File: src/rtl/laser_link_ctrl.sv
// laser_link_ctrl: FTDI-queue <-> laser link controller with echo, bridge, rx-only and constant modes.
// Optional build macro LASER_LINK_STATS_EN adds saturating tx/rx/drop statistics counters.
module laser_link_ctrl #(
    parameter int                DATA_W      = 8,
    parameter int                TIMEOUT_CYC = 4096,
    parameter logic [DATA_W-1:0] PATTERN     = DATA_W'(8'h0A),
    parameter int                CNT_W       = 16
) (
    input  logic              clock,
    input  logic              reset_n,
    input  logic              en,
    input  logic [1:0]        mode,
    input  logic              rdq_empty,
    input  logic [DATA_W-1:0] rdq_data,
    output logic              rdreq,
    input  logic              wrq_full,
    output logic              wrreq,
    output logic [DATA_W-1:0] wrq_data,
    output logic              tx_start,
    output logic [DATA_W-1:0] tx_data,
    input  logic              tx_done,
    input  logic              rx_valid,
    input  logic [DATA_W-1:0] rx_data,
    input  logic              clear_err,
    output logic              busy,
    output logic              err_timeout,
    output logic [CNT_W-1:0]  tx_count,
    output logic [CNT_W-1:0]  rx_count,
    output logic [CNT_W-1:0]  drop_count
);

    localparam logic [1:0] ST_IDLE     = 2'd0;
    localparam logic [1:0] ST_FETCH    = 2'd1;
    localparam logic [1:0] ST_TX_START = 2'd2;
    localparam logic [1:0] ST_TX_WAIT  = 2'd3;

    localparam logic [1:0] MODE_ECHO    = 2'd0;
    localparam logic [1:0] MODE_BRIDGE  = 2'd1;
    localparam logic [1:0] MODE_RX_ONLY = 2'd2;
    localparam logic [1:0] MODE_CONST   = 2'd3;

    localparam int              TMR_W    = (TIMEOUT_CYC > 2) ? $clog2(TIMEOUT_CYC) : 1;
    localparam logic [TMR_W-1:0] TMR_LAST = TMR_W'(TIMEOUT_CYC - 1);

    logic [1:0]        state_r;
    logic [1:0]        state_nxt_s;
    logic [1:0]        mode_q_r;
    logic [1:0]        mode_eff_s;
    logic [DATA_W-1:0] tx_data_r;
    logic [TMR_W-1:0]  timer_r;
    logic [TMR_W-1:0]  timer_inc_s;
    logic              err_timeout_r;
    logic              tx_start_r;
    logic              busy_r;
    logic [DATA_W-1:0] wr_hold_r;

    logic              fsm_rdreq_s;
    logic              echo_push_s;
    logic              load_rdq_s;
    logic              load_pat_s;
    logic              timeout_s;
    logic              rx_en_s;
    logic              rx_push_s;
    logic              wr_any_s;
    logic [DATA_W-1:0] wr_src_s;

    // Mode used for decisions: the live input while idle, the latched copy during a transaction.
    always_comb begin
        if (state_r == ST_IDLE) begin
            mode_eff_s = mode;
        end else begin
            mode_eff_s = mode_q_r;
        end
    end

    // The timeout fires in the cycle the timer would reach its last value.
    assign timer_inc_s = timer_r + TMR_W'(1);

    // Next-state logic and read-queue / transmitter handshakes.
    always_comb begin
        state_nxt_s = state_r;
        fsm_rdreq_s = 1'b0;
        echo_push_s = 1'b0;
        load_rdq_s  = 1'b0;
        load_pat_s  = 1'b0;
        timeout_s   = 1'b0;
        case (state_r)
            ST_IDLE: begin
                if (!en) begin
                    state_nxt_s = ST_IDLE;
                end else if ((mode_eff_s == MODE_ECHO) && !rdq_empty && !wrq_full) begin
                    fsm_rdreq_s = 1'b1;
                    state_nxt_s = ST_FETCH;
                end else if ((mode_eff_s == MODE_BRIDGE) && !rdq_empty) begin
                    fsm_rdreq_s = 1'b1;
                    state_nxt_s = ST_FETCH;
                end else if (mode_eff_s == MODE_CONST) begin
                    load_pat_s  = 1'b1;
                    state_nxt_s = ST_TX_START;
                end else begin
                    state_nxt_s = ST_IDLE;
                end
            end
            ST_FETCH: begin
                if (mode_eff_s == MODE_ECHO) begin
                    echo_push_s = !wrq_full;
                    if (en && !rdq_empty && !wrq_full) begin
                        fsm_rdreq_s = 1'b1;
                        state_nxt_s = ST_FETCH;
                    end else begin
                        state_nxt_s = ST_IDLE;
                    end
                end else begin
                    load_rdq_s  = 1'b1;
                    state_nxt_s = ST_TX_START;
                end
            end
            ST_TX_START: begin
                state_nxt_s = ST_TX_WAIT;
            end
            ST_TX_WAIT: begin
                if (tx_done) begin
                    if (mode_eff_s == MODE_CONST) begin
                        if (en && (mode == mode_q_r)) begin
                            load_pat_s  = 1'b1;
                            state_nxt_s = ST_TX_START;
                        end else begin
                            state_nxt_s = ST_IDLE;
                        end
                    end else if (en && !rdq_empty) begin
                        fsm_rdreq_s = 1'b1;
                        state_nxt_s = ST_FETCH;
                    end else begin
                        state_nxt_s = ST_IDLE;
                    end
                end else if (timer_inc_s == TMR_LAST) begin
                    timeout_s   = 1'b1;
                    state_nxt_s = ST_IDLE;
                end else begin
                    state_nxt_s = ST_TX_WAIT;
                end
            end
            default: begin
                state_nxt_s = ST_IDLE;
            end
        endcase
    end

    // The RX path runs beside the FSM and never stalls; echo mode ignores it.
    assign rx_en_s   = (mode_eff_s == MODE_BRIDGE) || (mode_eff_s == MODE_RX_ONLY);
    assign rx_push_s = rx_en_s && rx_valid && !wrq_full;
    assign wr_any_s  = echo_push_s || rx_push_s;
    assign wr_src_s  = echo_push_s ? rdq_data : rx_data;

    // Strobes are gated by reset_n so nothing leaks out while reset is held.
    assign rdreq    = reset_n && fsm_rdreq_s;
    assign wrreq    = reset_n && wr_any_s;
    assign wrq_data = wrreq ? wr_src_s : wr_hold_r;

    // Control state, transmit word, timer and sticky timeout flag.
    always_ff @(posedge clock or negedge reset_n) begin
        if (!reset_n) begin
            state_r       <= ST_IDLE;
            mode_q_r      <= MODE_ECHO;
            tx_data_r     <= {DATA_W{1'b0}};
            timer_r       <= {TMR_W{1'b0}};
            err_timeout_r <= 1'b0;
            tx_start_r    <= 1'b0;
            busy_r        <= 1'b0;
        end else begin
            state_r    <= state_nxt_s;
            tx_start_r <= (state_nxt_s == ST_TX_START);
            busy_r     <= (state_nxt_s != ST_IDLE);
            if (state_r == ST_IDLE) begin
                mode_q_r <= mode;
            end else begin
                mode_q_r <= mode_q_r;
            end
            if (load_rdq_s) begin
                tx_data_r <= rdq_data;
            end else if (load_pat_s) begin
                tx_data_r <= PATTERN;
            end else begin
                tx_data_r <= tx_data_r;
            end
            if (state_r == ST_TX_START) begin
                timer_r <= {TMR_W{1'b0}};
            end else if (state_r == ST_TX_WAIT) begin
                timer_r <= timer_inc_s;
            end else begin
                timer_r <= timer_r;
            end
            // A new timeout outranks a simultaneous clear.
            if (timeout_s) begin
                err_timeout_r <= 1'b1;
            end else if (clear_err) begin
                err_timeout_r <= 1'b0;
            end else begin
                err_timeout_r <= err_timeout_r;
            end
        end
    end

    // Last pushed word, presented on wrq_data while wrreq is low.
    always_ff @(posedge clock or negedge reset_n) begin
        if (!reset_n) begin
            wr_hold_r <= {DATA_W{1'b0}};
        end else if (wr_any_s) begin
            wr_hold_r <= wr_src_s;
        end else begin
            wr_hold_r <= wr_hold_r;
        end
    end

    assign tx_start    = tx_start_r;
    assign tx_data     = tx_data_r;
    assign busy        = busy_r;
    assign err_timeout = err_timeout_r;

`ifdef LASER_LINK_STATS_EN
    logic             tx_ok_s;
    logic             rx_drop_s;
    logic [CNT_W-1:0] tx_cnt_r;
    logic [CNT_W-1:0] rx_cnt_r;
    logic [CNT_W-1:0] drop_cnt_r;

    function automatic logic [CNT_W-1:0] sat_inc(input logic [CNT_W-1:0] v, input logic inc);
        if (inc && (v != {CNT_W{1'b1}})) begin
            return v + CNT_W'(1);
        end else begin
            return v;
        end
    endfunction

    assign tx_ok_s   = (state_r == ST_TX_WAIT) && tx_done;
    assign rx_drop_s = rx_en_s && rx_valid && wrq_full;

    // Saturating statistics counters.
    always_ff @(posedge clock or negedge reset_n) begin
        if (!reset_n) begin
            tx_cnt_r   <= {CNT_W{1'b0}};
            rx_cnt_r   <= {CNT_W{1'b0}};
            drop_cnt_r <= {CNT_W{1'b0}};
        end else begin
            tx_cnt_r   <= sat_inc(tx_cnt_r, tx_ok_s);
            rx_cnt_r   <= sat_inc(rx_cnt_r, rx_push_s);
            drop_cnt_r <= sat_inc(drop_cnt_r, rx_drop_s);
        end
    end

    assign tx_count   = tx_cnt_r;
    assign rx_count   = rx_cnt_r;
    assign drop_count = drop_cnt_r;
`else
    assign tx_count   = {CNT_W{1'b0}};
    assign rx_count   = {CNT_W{1'b0}};
    assign drop_count = {CNT_W{1'b0}};
`endif

endmodule

File: config.mk
export PLATFORM = sky130hd
export DESIGN_NAME = laser_link_ctrl
export DESIGN_NICKNAME = d
export VERILOG_FILES = /design/src/rtl/laser_link_ctrl.sv
export SDC_FILE = /design/constraint.sdc
export NUM_CORES = 1
export LEC_CHECK = 0
export CORE_MARGIN = 4
export CORE_UTILIZATION = 40
export DETAILED_ROUTE_END_ITERATION = 6
export PLACE_DENSITY = 0.77
export RECOVER_POWER = 50
export SYNTH_ARGS = -nofsm -noshare
export SYNTH_HDL_FRONTEND = slang
export SYNTH_SLANG_ARGS = --single-unit
File: constraint.sdc
create_clock -name clock -period 2.5 [get_ports clock]
set_clock_uncertainty 0.05 [all_clocks]
set_input_delay 0.25 -clock clock [delete_from_list [all_inputs] [get_ports clock]]
set_output_delay 0.25 -clock clock [all_outputs]
set_load 0.01 [all_outputs]
==> results of run 1 <==
==> kinds of logic (layout without fill, tap and decap cells) <==
| kind of cell | count (synthesis) | after routing | share of synthesized area, % |
|---|---|---|---|
| DFF | 35 | 35 | 35.88 |
| AOI/OAI and AO/OA | 50 | 50 | 14.20 |
| buffers and inverters | 75 | 105 | 19.37 |
| adders and majority gates | 9 | 9 | 4.613 |
| other | 1 | 48 | 0.1536 |
| muxes | 11 | 11 | 4.511 |
| xor gates and xnor gates | 12 | 12 | 4.305 |
| and+or+nand+nor | 85 | 85 | 16.97 |
==> metrics by stage <==
step	total power (W)	area, um2	setup slack, ps
3_3_place_gp	0.002031	2965	-151.8
4_1_cts	0.002475	3065	-143.1
5_1_grt	0.002713	3153	-213.5
3_5_place_dp	0.002079	2965	-234.0
2_1_floorplan	0.001483	2621	29.22
6_report	0.002522	3153	-89.21
==> layout by cell type (no fill, tap or decap), types with 3 or more instances in the layout <==
cell and n:
conb_1 48, dfrtp_1 35, clkdlybuf4s50_1 35, nor2_1 30, buf_4 29, nand2_1 21
inv_1 14, a21oi_1 13, buf_2 10, a22o_1 7, xor2_1 7, ha_1 7
nand4_1 6, nand2b_1 6, o21ai_2 6, mux2i_2 5, xnor2_1 5, mux2i_1 5
clkbuf_8 5, nor4_1 4, nand3_1 3, o21ai_0 3, o21ai_1 3, buf_6 3
==> worst max path at each step <==
stage / slack [ps] / end / cells past startpoint / startpoint
3_5_place_dp: -230 / wrq_data[1] / 10 / state_r[0]$_DFF_PN0_
2_1_floorplan: 30 / wrq_data[0] / 9 / state_r[0]$_DFF_PN0_
5_1_grt: -210 / wrq_data[7] / 10 / state_r[0]$_DFF_PN0_
3_3_place_gp: -150 / wrq_data[5] / 9 / mode[0]
6_report: -90 / wrq_data[7] / 10 / state_r[0]$_DFF_PN0_
4_1_cts: -140 / rdreq / 10 / state_r[0]$_DFF_PN0_
==> sequential cells by signal, indices dropped and copies added, names as in the netlist <==
name / flops
err_timeout: 1
mode_q_r: 2
tx_data: 8
state_r: 2
busy: 1
timer_r: 12
tx_start: 1
wr_hold_r: 8
==> power breakdown <==
| part | total, W | switching [W] | internal [W] | leakage [nW] |
|---|---|---|---|---|
| clock | 0.000384 | 0.000189 | 0.000195 | 0.0422 |
| sequential | 0.000842 | 0.000105 | 0.000738 | 0.445 |
| combinational | 0.00130 | 0.000638 | 0.000658 | 1.07 |
==> layer usage <==
metal / global-route usage (%) / wire length [um] / vias to the layer above
met4: 5.612 / 157 / 0
met2: 26.49 / 3015 / 89
met5: 0 / 0 / -
met3: 3.650 / 434 / 18
met1: 18.89 / 2312 / 998
li1: - / - / 996
==> what timing repair did <==
action	CTS	global route
gates resized for setup	47	25
setup buffers	0	6
pin swaps	1	2
setup endpoints to repair	10	10
hold buffers	0	0
cloned	0	2
==> area by class of cell <==
class                   instances  share of cell area, %
clock inverters                 1                 0.1587
flip-flops and latches         35                  27.78
multi-input cells             215                  42.82
repair buffers                 81                  21.94
clock buffers                   7                  2.421
well taps                      75                  2.976
inverters                      16                  1.905
==> flow_metrics.tcl, run 1 <==
set metrics [dict create \
    reg2reg_from "state_r[0]$_DFF_PN0_" \
    setup_ws_ps -89.21 \
    r2r-end "tx_data[6]$_DFFE_PN0P_" \
    ys_seq_area_share_pct 35.88 \
    register_area_um2 875.8 \
    dp.cells 414 \
    reg2reg_slack_ps 80 \
    path_cells "inv_2 -> ha_4 -> mux2i_2 -> ha_2 -> nand3b_1 -> buf_6 -> buf_12 -> mux2i_4 -> o21ai_1 -> buf_2" \
    syn2layout_area_growth_pct 29.16 \
    cp_max_fo 4 \
    yosysUniqueCellTypes 46 \
    holdWs_ps 445.8 \
    crit_type "flop to primary output" \
    pin_count 95 \
    ys_warn_count 0 \
    endpoint_kind "primary output" \
    finalNonFillerCells 430 \
    cpMaxStageDelayCell "dfrtp_1" \
    clock_path_buffers 2 \
    tightest_slew_ps 852.2 \
    syn_inst 278 \
    ant_nets 0 \
    drt-pass1-iter-count 5 \
    htree_levels 2 \
    worst-path-buf-inv 4 \
    tns_ps -240.4 \
    cp_slowest_stage_delay_ps 390 \
    synth_top_area_cell "dfrtp_1" \
    cts-root-buf "clkbuf_8" \
    maxCapViolCount 0 \
    grt_pass1_wl_um 9328 \
    grt_pass1_vias 2083 \
    synth.most_common_cell "buf_4" \
    hold_viol 0 \
    drc 0 \
    reg2regPathDepth 13 \
    fin_crit_sh_pct 103.6 \
    dieWidth_um 86.12 \
    min-delay-start "tx_data[7]$_DFFE_PN0P_" \
    p_leak_nw 1.554 \
    place_hpwl_um 4387 \
    num_vias 2101 \
    antenna_cells 0 \
    report.final.slew_viol_count 0 \
    outcome "finished with violations" \
    synthesis.area_um2 2441 \
    path_clk_slew_ps 70 \
    whs_endpoint "tx_data[7]$_DFFE_PN0P_" \
    cp_data_required_time_ps 2200 \
    grt_use_total_pct 15.49 \
    core_um2 5921 \
    vias_per_cell 4.886 \
    min_period_ps 2589 \
    die_y_um 86.12 \
    grt-ovfl-total 0 \
    avgSynthCellArea_um2 8.781 \
    cts.sinks 35 \
    cts_buffers 5 \
    wl_um 5919 \
    grt_max_degree 36 \
    synth-seq-cells 35 \
    design.die.area_um2 7417 \
    violations "negative setup slack" \
    rows 28 \
    initialDrtViolationCount 53 \
    synth_top_area_share_pct 35.88 \
    ir_drop_mv 0.3941 \
    power.density_nw_per_um2 799.9 \
    holdPathStages 1 \
    ys_top_cells_by_count "48 x buf_4, 35 x dfrtp_1, 30 x nor2_1" \
    synth_edf_count 0 \
    arrival_ps 2290 \
    async_reset_ff_share_pct 100.0 \
    rsz0062_at_grt "true" \
    slew_headroom_pct 43.19 \
    finalWeightedCongestion 0.8756 \
    max_freq_ghz 0.3862 \
    antenna_found_initial 0 \
    port_buffers 46 \
    finalSetupViolations 6 \
    insertion_delay_ps 270 \
    critPathLaunchType "flop" \
    multiInputGateArea_um2 1350 \
    initial_utilization_pct 41.23 \
    cp_top_family "buffers and inverters" \
    drive_gt1_share_pct 21.41 \
    nets 389 \
    yosys-top-cells-area "dfrtp_1 36%, buf_4 15%, ha_1 4.6%" \
    utilization_pct 53.25 \
    routedWlPerCell_um 13.77 \
    cts_tree "built" \
    ys.flop_type "dfrtp_1" \
    worstHoldPathType "flop to flop" \
    nFillCells 565 \
]
Power figures use the tool's default switching activity.
==> run 2: changes to the inputs <==
--- a/config.mk
+++ b/config.mk
@@ -5,9 +5,9 @@
 export SDC_FILE = /design/constraint.sdc
 export NUM_CORES = 1
 export LEC_CHECK = 0
-export CORE_MARGIN = 4
 export CORE_UTILIZATION = 40
 export DETAILED_ROUTE_END_ITERATION = 6
+export GPL_TIMING_DRIVEN = 0
 export PLACE_DENSITY = 0.77
 export RECOVER_POWER = 50
 export SYNTH_ARGS = -nofsm -noshare
==> run 2 against run 1 <==
The run still ends with negative setup slack left. Die area fell by 13%. First-iteration DRC count rose by 70%. Sequential share of layout area fell by 3.3 points. Combinational power rose by 3%. Setup slack got worse by 81 ps. Clock power rose by 33%. Final cell count rose by 9.8%. Critical path depth did not move. Count of clock-buffer cells in the layout fell by 2. Wire length fell by 1.9%. Non-clock buffer count rose by 42. Final area rose by 13%. Highest routed layer unchanged.
==> flow_metrics.tcl, run 2 (synthesis gave the netlist of run 1 again) <==
set metrics [dict create \
    antenna_cells 0 \
    setup_ws_ps -169.8 \
    slew_headroom_pct 41.85 \
    grt_max_degree 38 \
    p_total_w 0.002692 \
    report.final.slew_viol_count 0 \
    drc 0 \
    nFillCells 513 \
    routedWlPerCell_um 12.31 \
    initialDrtViolationCount 90 \
    num_vias 2169 \
    cp_common_cell "mux2i_2" \
    cp_slowest_stage_delay_ps 400 \
    arrival_ps 2370 \
    path_cells "inv_2 -> ha_4 -> mux2i_2 -> ha_2 -> nand3b_1 -> buf_6 -> clkbuf_16 -> mux2i_2 -> o21ai_2 -> buf_2" \
    tightest_slew_ps 872.2 \
    max_freq_ghz 0.3746 \
    holdWs_ps 23.86 \
    cts_tree "built" \
    ir_drop_mv 0.3761 \
    dieWidth_um 80.12 \
    grt-ovfl-total 0 \
    grt_use_total_pct 17.68 \
    cts_buffers 5 \
    drive_gt1_share_pct 30.73 \
    syn2layout_area_growth_pct 46.59 \
    die_y_um 80.12 \
    cpMaxStageDelayCell "dfrtp_1" \
    critPathLaunchType "flop" \
    violations "negative setup slack" \
    place_hpwl_um 3944 \
    rows 28 \
    grt_pass1_vias 1895 \
    tns_ps -1329 \
    ant_nets 0 \
    endpoint_kind "primary output" \
    largest_reg_flops 12 \
    clock_path_buffers 2 \
    grt_pass1_wl_um 8687 \
    largest-register "timer_r" \
    mostFrequentLayoutCells "61 x buf_4, 48 x conb_1, 35 x dfrtp_1, 35 x clkdlybuf4s50_1, 30 x nor2_1" \
    fin_crit_sh_pct 106.8 \
    p_leak_nw 1.804 \
    htree_levels 2 \
    cp_data_required_time_ps 2200 \
    drt-pass1-iter-count 4 \
    core_um2 5921 \
    cts-root-buf "clkbuf_8" \
    pin_count 95 \
    finalSetupViolations 10 \
    vias_per_cell 4.595 \
    hold_viol 0 \
    antenna_found_initial 0 \
    outcome "finished with violations" \
    dp_slack_ps -930.4 \
    design.die.area_um2 6419 \
    insertion_delay_ps 290 \
    crit_type "flop to primary output" \
    path_clk_slew_ps 80 \
    power.density_nw_per_um2 752.3 \
    ctsHoldBuffers 0 \
    initial_utilization_pct 41.23 \
    port_buffers 46 \
    min_period_ps 2670 \
    nets 431 \
    finalWeightedCongestion 0.7804 \
    final_common_cell "buf_4" \
    maxCapViolCount 0 \
    cp_max_fo 5 \
    cts.sinks 35 \
    wl_um 5808 \
    worstHoldPathType "input port to asynchronous set/reset pin" \
    rsz0062_at_grt "true" \
]
-- run 2: timing repair --
action | CTS | global route
resized for setup | 81 | 15
cloned | 2 | 0
setup buffers | 14 | 3
pin swaps | 3 | 6
endpoints found under the setup margin | 29 | 12
-- run 2: final cells by class --
type                    count  area [um2]  share of cell area [%]
clock buffers               5       68.82                   1.923
clock inverters             3       43.79                   1.224
plain buffers              58       440.4                   12.31
repair buffers             65       583.1                   16.29
well taps                  75       93.84                   2.622
multi-input cells         215        1413                   39.48
flip-flops and latches     35       875.8                   24.48
inverters                  16       60.06                   1.678
-- run 2: path summary, 6_finish.rpt --
kind                                         from                  endpoint  slack, ps  depth (start not counted)
min in group clock         tx_data[0]$_DFFE_PN0P_    tx_data[0]$_DFFE_PN0P_        450                          1
max in group asynchronous                 reset_n    timer_r[0]$_DFFE_PN0P_       1830                          1
max                          state_r[0]$_DFF_PN0_               wrq_data[4]       -170                         10
min                                       reset_n  wr_hold_r[0]$_DFFE_PN0N_         20                          1
max reg2reg                  state_r[0]$_DFF_PN0_  wr_hold_r[6]$_DFFE_PN0N_        110                         11
min reg2reg                tx_data[0]$_DFFE_PN0P_    tx_data[0]$_DFFE_PN0P_        450                          1
-- run 2: metrics by stage --
step / cell area, um2 / std cells / util, %
global placement: 3176 / 446 / 53.63
finish: 3578 / 472 / 60.44
detailed placement: 3171 / 446 / 53.55
CTS: 3495 / 469 / 59.02
floorplan: 2621 / 325 / -
global route: 3578 / 472 / 60.44
-- run 2: metal layers --
layer	vias to the layer above	share of wire, %	wire length, um	GRT usage (%)
li1	1086	-	-	-
met4	0	1.1	61	5.357
met5	-	0	0	0
met1	1008	42	2420	21.24
met2	69	51	2945	31.28
met3	6	6.6	381	3.977
-- run 2: where the power goes --
group | total (W) | leakage [nW] | internal (W) | switching (W)
logic | 0.00134 | 1.30 | 0.000685 | 0.000652
registers | 0.000844 | 0.445 | 0.000737 | 0.000107
clock network | 0.000512 | 0.0581 | 0.000297 | 0.000215
-- run 2: critical path, delay by kind of cell, from the launching register on --
family	cells	cell delay, ps
buffers and inverters	4	540
multiplexers	2	490
flip-flops	1	400
adder cells (fa/ha/maj)	2	400
AND/OR/NAND/NOR	1	150
AO/OA/AOI/OAI	1	90
==> run 3: changes to the inputs <==
--- a/config.mk
+++ b/config.mk
@@ -13,3 +13,4 @@
 export SYNTH_ARGS = -nofsm -noshare
 export SYNTH_HDL_FRONTEND = slang
 export SYNTH_SLANG_ARGS = --single-unit
+export TNS_END_PERCENT = 5
==> run 3 against run 2 <==
The run still ends with negative setup slack left. Sequential share of layout area rose by 0.44 points. Final area decreased by 1.7%. Combinational power about the same. Die area stayed put. Final cell count shrank 0.64%. Setup slack better by 43 ps. Count of clock-buffer cells in the layout unchanged. Power down 0.33%. Sequential power about the same. Maximum frequency increased by 1.6%. Highest routed layer unchanged.
==> flow_metrics.tcl, run 3 (synthesis gave the netlist of run 1 again) <==
set metrics [dict create \
    rsz0062_at_grt "true" \
    worst-path-buf-inv 4 \
    wl_um 5729 \
    setup_ws_ps -126.7 \
    drive_gt1_share_pct 30.20 \
    htree_levels 2 \
    drc 0 \
    die_y_um 80.12 \
    final_common_cell "buf_4" \
    maxCapViolCount 0 \
    design.die.area_um2 6419 \
    finalWeightedCongestion 0.7804 \
    rows 28 \
    worstHoldPathType "input port to asynchronous set/reset pin" \
    num_vias 2165 \
    p_total_w 0.002683 \
    cts_buffers 5 \
    nets 428 \
    cpMaxStageDelayCell "dfrtp_1" \
    grt_use_total_pct 17.46 \
    ctsHoldBuffers 0 \
    grt_max_degree 38 \
    antenna_cells 0 \
    power.density_nw_per_um2 763.2 \
    p_leak_nw 1.773 \
    cp_data_required_time_ps 2200 \
    initialDrtViolationCount 69 \
    fin_crit_sh_pct 105.1 \
    path_clk_slew_ps 80 \
    violations "negative setup slack" \
    min_period_ps 2627 \
    antenna_found_initial 0 \
    initial_utilization_pct 41.23 \
    routedWlPerCell_um 12.22 \
    arrival_ps 2330 \
    crit_type "flop to primary output" \
    dp_slack_ps -930.4 \
    tightest_slew_ps 875.3 \
    max_freq_ghz 0.3807 \
    hold_viol 0 \
    pin_count 95 \
    endpoint_kind "primary output" \
    dieWidth_um 80.12 \
    core_um2 5921 \
    grt-ovfl-total 0 \
    finalSetupViolations 9 \
    utilization_pct 59.38 \
    report.final.slew_viol_count 0 \
    ir_drop_mv 0.3876 \
    place_hpwl_um 3944 \
    port_buffers 46 \
    cts_tree "built" \
    critPathLaunchType "flop" \
    drt-pass1-iter-count 4 \
    slew_headroom_pct 41.65 \
    largest_reg_flops 12 \
    largest-register "timer_r" \
    insertion_delay_ps 290 \
    cp_top_family "buffers and inverters" \
    clock_path_buffers 2 \
    cts.sinks 35 \
    placed_area_um2 3171 \
    final_area_um2 3516 \
    cts-root-buf "clkbuf_8" \
    path_cells "inv_2 -> ha_4 -> mux2i_2 -> ha_2 -> nand3b_1 -> o21ai_4 -> nand2_4 -> buf_8 -> buf_6 -> nand2_2 -> o21ai_1 -> buf_2" \
    cp_slowest_stage_delay_ps 400 \
    cp_max_fo 5 \
    mostFrequentLayoutCells "61 x buf_4, 48 x conb_1, 35 x dfrtp_1, 35 x clkdlybuf4s50_1, 30 x nor2_1" \
    vias_per_cell 4.616 \
    outcome "finished with violations" \
    tns_ps -863.2 \
    syn2layout_area_growth_pct 44.03 \
    grt_pass1_vias 1887 \
    grt_pass1_wl_um 8604 \
    ant_nets 0 \
]
run 3: cell types whose count changed in the layout (fill, tap and decap cells not counted):
cell,delta
mux2i_2,+2
mux2i_4,-2
buf_6,-1
clkbuf_16,-1
clkbuf_8,-1
nand2_2,-1
nand2_4,+1
o21ai_0,+1
o21ai_1,-1
run 3: timing repair:
action                                  4_1_cts  5_1_grt
gates cloned                                  1        0
buffers inserted                             12        4
resized for setup                            76       17
pin swaps                                     4        3
endpoints found under the setup margin       29       11
run 3: worst paths after layout:
path	start	endpoint	slack (ps)	depth (start not counted)
setup / recovery	state_r[0]$_DFF_PN0_	wrq_data[5]	-130	12
hold / removal	reset_n	wr_hold_r[4]$_DFFE_PN0N_	30	1
setup reg to reg	state_r[0]$_DFF_PN0_	wr_hold_r[6]$_DFFE_PN0N_	140	11
hold reg to reg	tx_data[0]$_DFFE_PN0P_	tx_data[0]$_DFFE_PN0P_	450	1
max in group asynchronous	reset_n	timer_r[0]$_DFFE_PN0P_	1820	1
min in group clock	tx_data[0]$_DFFE_PN0P_	tx_data[0]$_DFFE_PN0P_	450	1
run 3: metrics by stage:
stage | instances | hold slack (ps)
5_1_grt | 469 | 85.67
3_5_place_dp | 446 | 350.7
4_1_cts | 466 | 43.07
3_3_place_gp | 446 | 434.6
6_report | 469 | 29.67
2_1_floorplan | 325 | -95.59
run 3: routing by layer:
metal | routed length (um) | global-route usage, % | vias up
met5 | 0 | 0 | -
met4 | 77 | 5.179 | 0
met3 | 330 | 3.977 | 8
met2 | 2868 | 30.77 | 64
met1 | 2453 | 21.10 | 1015
li1 | - | - | 1078
run 3: worst reg2reg max path, delay by kind of cell, from the launching register on:
kind	cells	cell delay, ps
buffers and inverters	4	730
DFF	1	400
adders and majority gates	2	400
muxes	1	250
AOI/OAI and AO/OA	2	230
and+or+nand+nor	2	210
run 3: power by group:
group | leakage, nW | internal [W] | switching, W
Combinational | 1.27 | 0.000675 | 0.000651
Sequential | 0.445 | 0.000737 | 0.000110
Clock | 0.0581 | 0.000297 | 0.000214
run 3: final cells by class:
cell class,instances,area [um2]
plain buffers,57,415.4
flip-flops and latches,35,875.8
multi-input cells,215,1400
clock buffers,5,68.82
well taps,75,93.84
fillers,523,2405
clock inverters,3,43.79
inverters,16,60.06
repair buffers,63,558.0
